===== src/rtl/alu_regfile_pipe.sv =====
// alu_regfile_pipe: register file plus ALU in a two-stage issue/writeback
// pipeline. Stage 1 reads operands (optionally bypassing the pending
// writeback), computes the ALU result and registers it onto LED/OF/ZF.
// Stage 2 commits the registered result into the register file one edge
// later. Register 0 is hardwired to zero and is never a bypass source.

module alu_regfile_pipe #(
  parameter int DATA_W  = 32,
  parameter int ADDR_W  = 5,
  parameter bit FORWARD = 1'b1
) (
  input  logic              clk,
  input  logic              Reset,
  input  logic              in_valid,
  input  logic [ADDR_W-1:0] R_Addr_A,
  input  logic [ADDR_W-1:0] R_Addr_B,
  input  logic [ADDR_W-1:0] W_Addr,
  input  logic              Write_Reg,
  input  logic              Use_Imm,
  input  logic [DATA_W-1:0] Imm,
  input  logic [2:0]        ALU_OP,
  output logic [DATA_W-1:0] LED,
  output logic              OF,
  output logic              ZF,
  output logic              out_valid,
  input  logic [ADDR_W-1:0] Dbg_Addr,
  output logic [DATA_W-1:0] Dbg_Data
);

  localparam int NREG = 1 << ADDR_W;
  localparam int SH_W = $clog2(DATA_W);
  localparam int MSB  = DATA_W - 1;

  localparam logic [2:0] OP_AND = 3'b000;
  localparam logic [2:0] OP_OR  = 3'b001;
  localparam logic [2:0] OP_XOR = 3'b010;
  localparam logic [2:0] OP_NOR = 3'b011;
  localparam logic [2:0] OP_ADD = 3'b100;
  localparam logic [2:0] OP_SUB = 3'b101;
  localparam logic [2:0] OP_SLT = 3'b110;
  localparam logic [2:0] OP_SLL = 3'b111;

  logic [DATA_W-1:0] rf [NREG];

  // pending stage-2 writeback
  logic              wb_en;
  logic [ADDR_W-1:0] wb_addr;
  logic [DATA_W-1:0] wb_data;

  logic              fwd_a;
  logic              fwd_b;
  logic [DATA_W-1:0] rd_a;
  logic [DATA_W-1:0] rd_b;
  logic [DATA_W-1:0] op_a;
  logic [DATA_W-1:0] op_b;

  logic [DATA_W-1:0] sum;
  logic [DATA_W-1:0] diff;
  logic [SH_W-1:0]   shamt;
  logic              slt;
  logic [DATA_W-1:0] alu_res;
  logic              alu_of;

  // bypass hit detection; r0 is never a bypass target
  always_comb begin
    fwd_a = FORWARD && wb_en && (wb_addr == R_Addr_A) && (R_Addr_A != '0);
    fwd_b = FORWARD && wb_en && (wb_addr == R_Addr_B) && (R_Addr_B != '0);
  end

  // operand read from the file, then bypass and immediate selection
  always_comb begin
    rd_a = (R_Addr_A == '0) ? '0 : rf[R_Addr_A];
    rd_b = (R_Addr_B == '0) ? '0 : rf[R_Addr_B];
    op_a = fwd_a ? wb_data : rd_a;
    if (Use_Imm) begin
      op_b = Imm;
    end else begin
      op_b = fwd_b ? wb_data : rd_b;
    end
  end

  // ALU: result and signed overflow; SLT uses a true signed compare so it
  // stays correct when A-B overflows
  always_comb begin
    sum     = op_a + op_b;
    diff    = op_a - op_b;
    shamt   = op_b[SH_W-1:0];
    slt     = $signed(op_a) < $signed(op_b);
    alu_res = '0;
    alu_of  = 1'b0;
    case (ALU_OP)
      OP_AND: alu_res = op_a & op_b;
      OP_OR:  alu_res = op_a | op_b;
      OP_XOR: alu_res = op_a ^ op_b;
      OP_NOR: alu_res = ~(op_a | op_b);
      OP_ADD: begin
        alu_res = sum;
        alu_of  = (op_a[MSB] == op_b[MSB]) && (sum[MSB] != op_a[MSB]);
      end
      OP_SUB: begin
        alu_res = diff;
        alu_of  = (op_a[MSB] != op_b[MSB]) && (diff[MSB] != op_a[MSB]);
      end
      OP_SLT: alu_res = {{(DATA_W-1){1'b0}}, slt};
      OP_SLL: alu_res = op_a << shamt;
    endcase
  end

  // stage-1 capture: result/flag registers and the pending writeback
  always_ff @(posedge clk) begin
    if (Reset) begin
      LED       <= '0;
      OF        <= 1'b0;
      ZF        <= 1'b0;
      out_valid <= 1'b0;
      wb_en     <= 1'b0;
      wb_addr   <= '0;
      wb_data   <= '0;
    end else if (in_valid) begin
      LED       <= alu_res;
      OF        <= alu_of;
      ZF        <= (alu_res == '0);
      out_valid <= 1'b1;
      wb_en     <= Write_Reg && (W_Addr != '0);
      wb_addr   <= W_Addr;
      wb_data   <= alu_res;
    end else begin
      out_valid <= 1'b0;
      wb_en     <= 1'b0;
    end
  end

  // stage-2 architectural write; reset cancels a write pending from the
  // previous edge because it takes priority here
  always_ff @(posedge clk) begin
    if (Reset) begin
      for (int i = 0; i < NREG; i++) begin
        rf[i] <= '0;
      end
    end else if (wb_en && (wb_addr != '0)) begin
      rf[wb_addr] <= wb_data;
    end
  end

  // debug port shows committed contents only
  always_comb begin
    Dbg_Data = (Dbg_Addr == '0) ? '0 : rf[Dbg_Addr];
  end

endmodule


===== config.mk =====
export PLATFORM = sky130hd
export DESIGN_NAME = alu_regfile_pipe
export DESIGN_NICKNAME = d
export VERILOG_FILES = /design/src/rtl/alu_regfile_pipe.sv
export SDC_FILE = /design/constraint.sdc
export NUM_CORES = 2
export LEC_CHECK = 0
export ABC_AREA = 0
export CAP_MARGIN = 20
export CELL_PAD_IN_SITES_DETAIL_PLACEMENT = 1
export CELL_PAD_IN_SITES_GLOBAL_PLACEMENT = 2
export CORE_MARGIN = 2
export CORE_UTILIZATION = 30
export DETAILED_ROUTE_END_ITERATION = 7
export GPL_ROUTABILITY_DRIVEN = 1
export HOLD_SLACK_MARGIN = 0.12
export PLACE_DENSITY_LB_ADDON = 0.1
export SLEW_MARGIN = 10
export SYNTH_ARGS = -nofsm -noshare
export SYNTH_HDL_FRONTEND = slang
export SYNTH_SLANG_ARGS = --single-unit

===== constraint.sdc =====
create_clock -name clk -period 24.9 [get_ports clk]
set_input_delay 6.225 -clock clk [delete_from_list [all_inputs] [get_ports clk]]
set_output_delay 6.225 -clock clk [all_outputs]
set_load 0.05 [all_outputs]

-- Yosys cells after proc, flatten, opt, wreduce, memory -nomap -nowiden
Memories as Yosys holds them, arrays and structs flattened.
Index checks and enable logic that the tools add are counted.
- register bits after elaboration: 41
- bits of input ports: 60
- RAM bits: 1024
- word-level logic and storage cells: 65
- output and inout bits: 67
- memories kept: 1
- $add $sub $neg: 2
- reductions and logical operators: 19
- mux-type cells: 17
- order comparisons: 1
- equal/unequal tests: 13
- bitwise operators: 5
- shifts and indexed selects: 1
- memories (name ; words ; bits a word ; read ports ; clocked after Yosys merged registers in ; write ports ; RTL line ; RTL):
    rf ; 32 ; 32 ; 3 ; 0 ; 32 ; 43 ; logic [DATA_W-1:0] rf [NREG];
- operator list (kind ; count):
    $pmux W32 S8 ; 1
    $mux W32 ; 7
    $add A32 B32 Y32 ; 1
    $and A32 B32 Y32 ; 1
    $logic_not A32 Y1 ; 1
    $lt A32 B32 Y1 ; 1
    $not A32 Y32 ; 1
    $or A32 B32 Y32 ; 1
    $reduce_or A32 Y1 ; 1
    $shl A32 B5 Y32 ; 1
    $sub A32 B32 Y32 ; 1
    $xor A32 B32 Y32 ; 1
    $reduce_bool A5 Y1 ; 4
    $logic_not A5 Y1 ; 3
    $eq A3 B3 Y1 const B ; 4
    $eq A5 B5 Y1 ; 2
    $logic_and A1 B1 Y1 ; 8
    $mux W1 ; 7
    $eq A3 B2 Y1 const B ; 2
    $mux W5 ; 1
    $eq A3 B1 Y1 const B ; 1
    $logic_not A3 Y1 ; 1
    $ne A1 B1 Y1 ; 3
    $pmux W1 S2 ; 1
    other kinds (3) ; 3

-- Depth between registers and ports, before layout
- depth in word-level cells: 9
- gate-level depth with buffers: 31
- mapped depth without buffers: 23

-- Worst setup path after synthesis
Ideal clock, no wire load.
- path type: input to output
- start point: in Dbg_Addr[0]
- end point: out Dbg_Data[10]
- buffers on the path: 3
- slack: 9918 ps
- data required time: 18675 ps
- stages on the path: 7
- arrival time: 8757 ps
- cell sequence: clkbuf_1 clkbuf_1 buf_1 mux4_2 mux4_2 mux2i_1 nor2_1
- longest elaborated chain between the ends: 2
- elaborated cells between the ends (all ways): 3
- those cells by class: mux (1); reduce/logical (1); memory (1)
- ends and longest elaborated chain (element ; RTL line ; RTL):
    from (decl) ; 26 ; input logic [ADDR_W-1:0] Dbg_Addr,
    $mem_v2 Z32 W32 or $logic_not A5 Y1 (tied branches) ; n/a ;
    $mux W32 * ; 147 ; Dbg_Data = (Dbg_Addr == '0) ? '0 : rf[Dbg_Addr];
    to (decl) ; 27 ; output logic [DATA_W-1:0] Dbg_Data
Every way passes the cells marked *; elsewhere a longest branch is shown, timed or not.

-- Worst setup path in the final report
- start point: in Dbg_Addr[1]
- end point: out Dbg_Data[24]
Same word-level chain as after synthesis.

==> metrics <==
status finished, final reports clean; Reg clk slew, reported paths 0.06 ns; Bufs and invs on worst path 4; TritonRoute pass-1 iters 6; top-area cell type share of the netlist area 0.424; initial antenna violation count 54; Fin Hold WS 0.485 ns; core area 241,000 um2; hold buffers post-CTS 0; # clock sinks 1,065; Max Root-Sink Buffers 3; number of synthesized flops with an enable pin 1,024; Yosys top cell by area edfxtp_1; drc violations 0; Final Cycle Share 0.695; Crit path max-delay family buffers and inverters; FP Rows 180; hpwl dp 233,000 um; Max VDD drop 76.1 uV; Remaining Overflow, GRT 0; DR WL/cell 43.0 um; asr flop ratio synth 0; highest-count cells in the layout ignoring fill and taps 1,024 x edfxtp_1, 1,010 x and2_1, 780 x mux4_2, 293 x mux2i_1, 248 x buf_4; layout cells sized above 1 0.256; Final setup violation count 0; Root Driver clkbuf_16; Seq/Total Area, Yosys 0.435; RSZ-0062 raised after global routing false; fin area 82,500 um2; post-route minimum period 17.31 ns; H-tree depth 4; Final Max Tran Viols 0; first-pass GRT wire length 509,000 um; pin count of the biggest net entering global routing 106; clk_skew 0.0384 ns; Peak Freq 57.8 MHz; post-route ant nets 0; gpl congestion 0.872; die width 496 um; placed cells 8,543; Die Height 496 um; slowest stage delay, CP 0.92 ns; clock power share 0.384; Pint 0.00369 W; commonest non-fill, non-tap cell in the layout edfxtp_1; Synth cell types 103; Num CTS Buffers 137; Psw 0.00177 W; CP arrival 11.08 ns; synth warn 0; area growth from synthesis to layout 13.7%; slowest CP cell buf_4; Post-Route WL 380,000 um; top_reg_cell synth edfxtp_1; vias 55,100; worst path cell trace buf_8, buf_4, buf_4, mux4_2, mux4_2, mux2i_1, nor2_1, clkdlybuf4s50_1; vias per std cell 6.24; LEAKAGE 29.2 nW; die area 246,000 um2; CP Capture Type output port; Switching Fraction 0.324; Clk Latency, worst-skew pair 0.83 ns; I/O Buffers 126; Yosys reg bits 1,065; CP Class in2out; actual slew at the worst max-slew pin 1.24 ns; worst hold path class reg2reg; top post-synthesis cells by area edfxtp_1 42%, mux4_2 24%, and2_1 8.7%; All-Layer GR Usage 0.306; Mapped Cells 5,532; Startpoint Class input pin; post-cts sizing count 0; Rel. slew slack 0.172; post-CTS setup buffer count 0; Non-Filler Instances 8,830; DRT iter0 DRCs 7,718; MaxCap Viol Count 0; Post-layout nets 5,670; Mapped Avg Cell Area 13.1 um2; CP max FO 96; Seq pwr share 0.382; IO Pins 127; Gate power share 0.234; Worst Path Required 18.67 ns; Final Hold Viols 0; vias in the first global route 54,500; Initial Utilization 0.302; Cell Area, Synth 72,600 um2; Total Neg Setup Slack 0 ns; pwr/cell area 66.2 nW/um2; TritonCTS clock tree yes; placed inst area 77,800 um2; final core occ 0.343
-- state kept, by name, summed over array words and instances, names as in the netlist --
name and flops:
rf 1024, wb_data 32, wb_addr 5, OF 1, ZF 1, out_valid 1
wb_en 1
-- synth_stat cells, types with 32 or more instances --
library cell / instances
mux4_2: 780
xnor2_1: 32
a211oi_1: 74
dfxtp_1: 41
nor2_1: 251
inv_1: 100
clkbuf_1: 419
a21oi_1: 180
nand2_1: 160
edfxtp_1: 1024
buf_1: 73
o21ai_0: 97
or2_2: 40
nor3_1: 61
mux2i_1: 293
ha_1: 103
mux2_2: 46
and2_1: 1011
a22o_1: 44
o221ai_1: 80
nand4_1: 32
nand3_1: 33
buf_2: 45
-- power by group through the flow --
| stage | Sequential, W | Clock (W) | Combinational (W) |
|---|---|---|---|
| finish | 0.00209 | 0.00210 | 0.00128 |
| CTS | 0.00209 | 0.00213 | 0.00127 |
| global placement | 0.00212 | 0 | 0.00126 |
| global route | 0.00209 | 0.00219 | 0.00133 |
| detailed placement | 0.00212 | 0 | 0.00126 |
| floorplan | 0.00212 | 0 | 0.000726 |
-- layer usage --
layer	up-vias	wire, um	part of all wire	global-route usage
met5	-	0	0	0
met4	0	14100	0.037	0.108
met3	541	30500	0.080	0.0501
met2	2950	181000	0.48	0.498
met1	30100	155000	0.41	0.411
li1	21600	-	-	-
-- through the flow --
| step | setup slack (ns) | power (W) |
|---|---|---|
| global route | 7.54 | 0.00561 |
| detailed placement | 7.49 | 0.00338 |
| global placement | 7.56 | 0.00338 |
| floorplan | 9.92 | 0.00285 |
| finish | 7.59 | 0.00546 |
| CTS | 7.48 | 0.00548 |
-- area by class of cell --
class	instances	area (um2)
flip-flops and latches	1065	31600
diodes	30	75.1
inverters	108	405
multi-input cells	3813	38700
repair buffers	380	3210
clock inverters	74	791
clock buffers	175	3760
well taps	3185	3990
fillers	25100	158000
-- cell families after synthesis --
group                    Yosys count  synth area share
AO/OA/AOI/OAI                    793            0.0783
adder cells (fa/ha/maj)          105            0.0183
multiplexers                    1120             0.290
buffers and inverters            685            0.0393
other                              1         0.0000516
XOR/XNOR                          41           0.00495
flip-flops                      1065             0.435
AND/OR/NAND/NOR                 1722             0.135
-- tightest hold or removal path, cell delays in order (launching register included) --
cell and delay, ns:
dfxtp_1 0.31, nor2_1 0.08, nor3_1 0.05
-- path summary, 6_finish.rpt --
kind	from	slack (ns)	depth (start not counted)	endpoint
min	OF	0.49	2	OF
max	Dbg_Addr[1]	7.59	8	Dbg_Data[24]
min reg2reg	OF	0.49	2	OF
max reg2reg	rf[31][3]	16.88	22	ZF
Note: power is estimated with default switching activity, not from simulation.
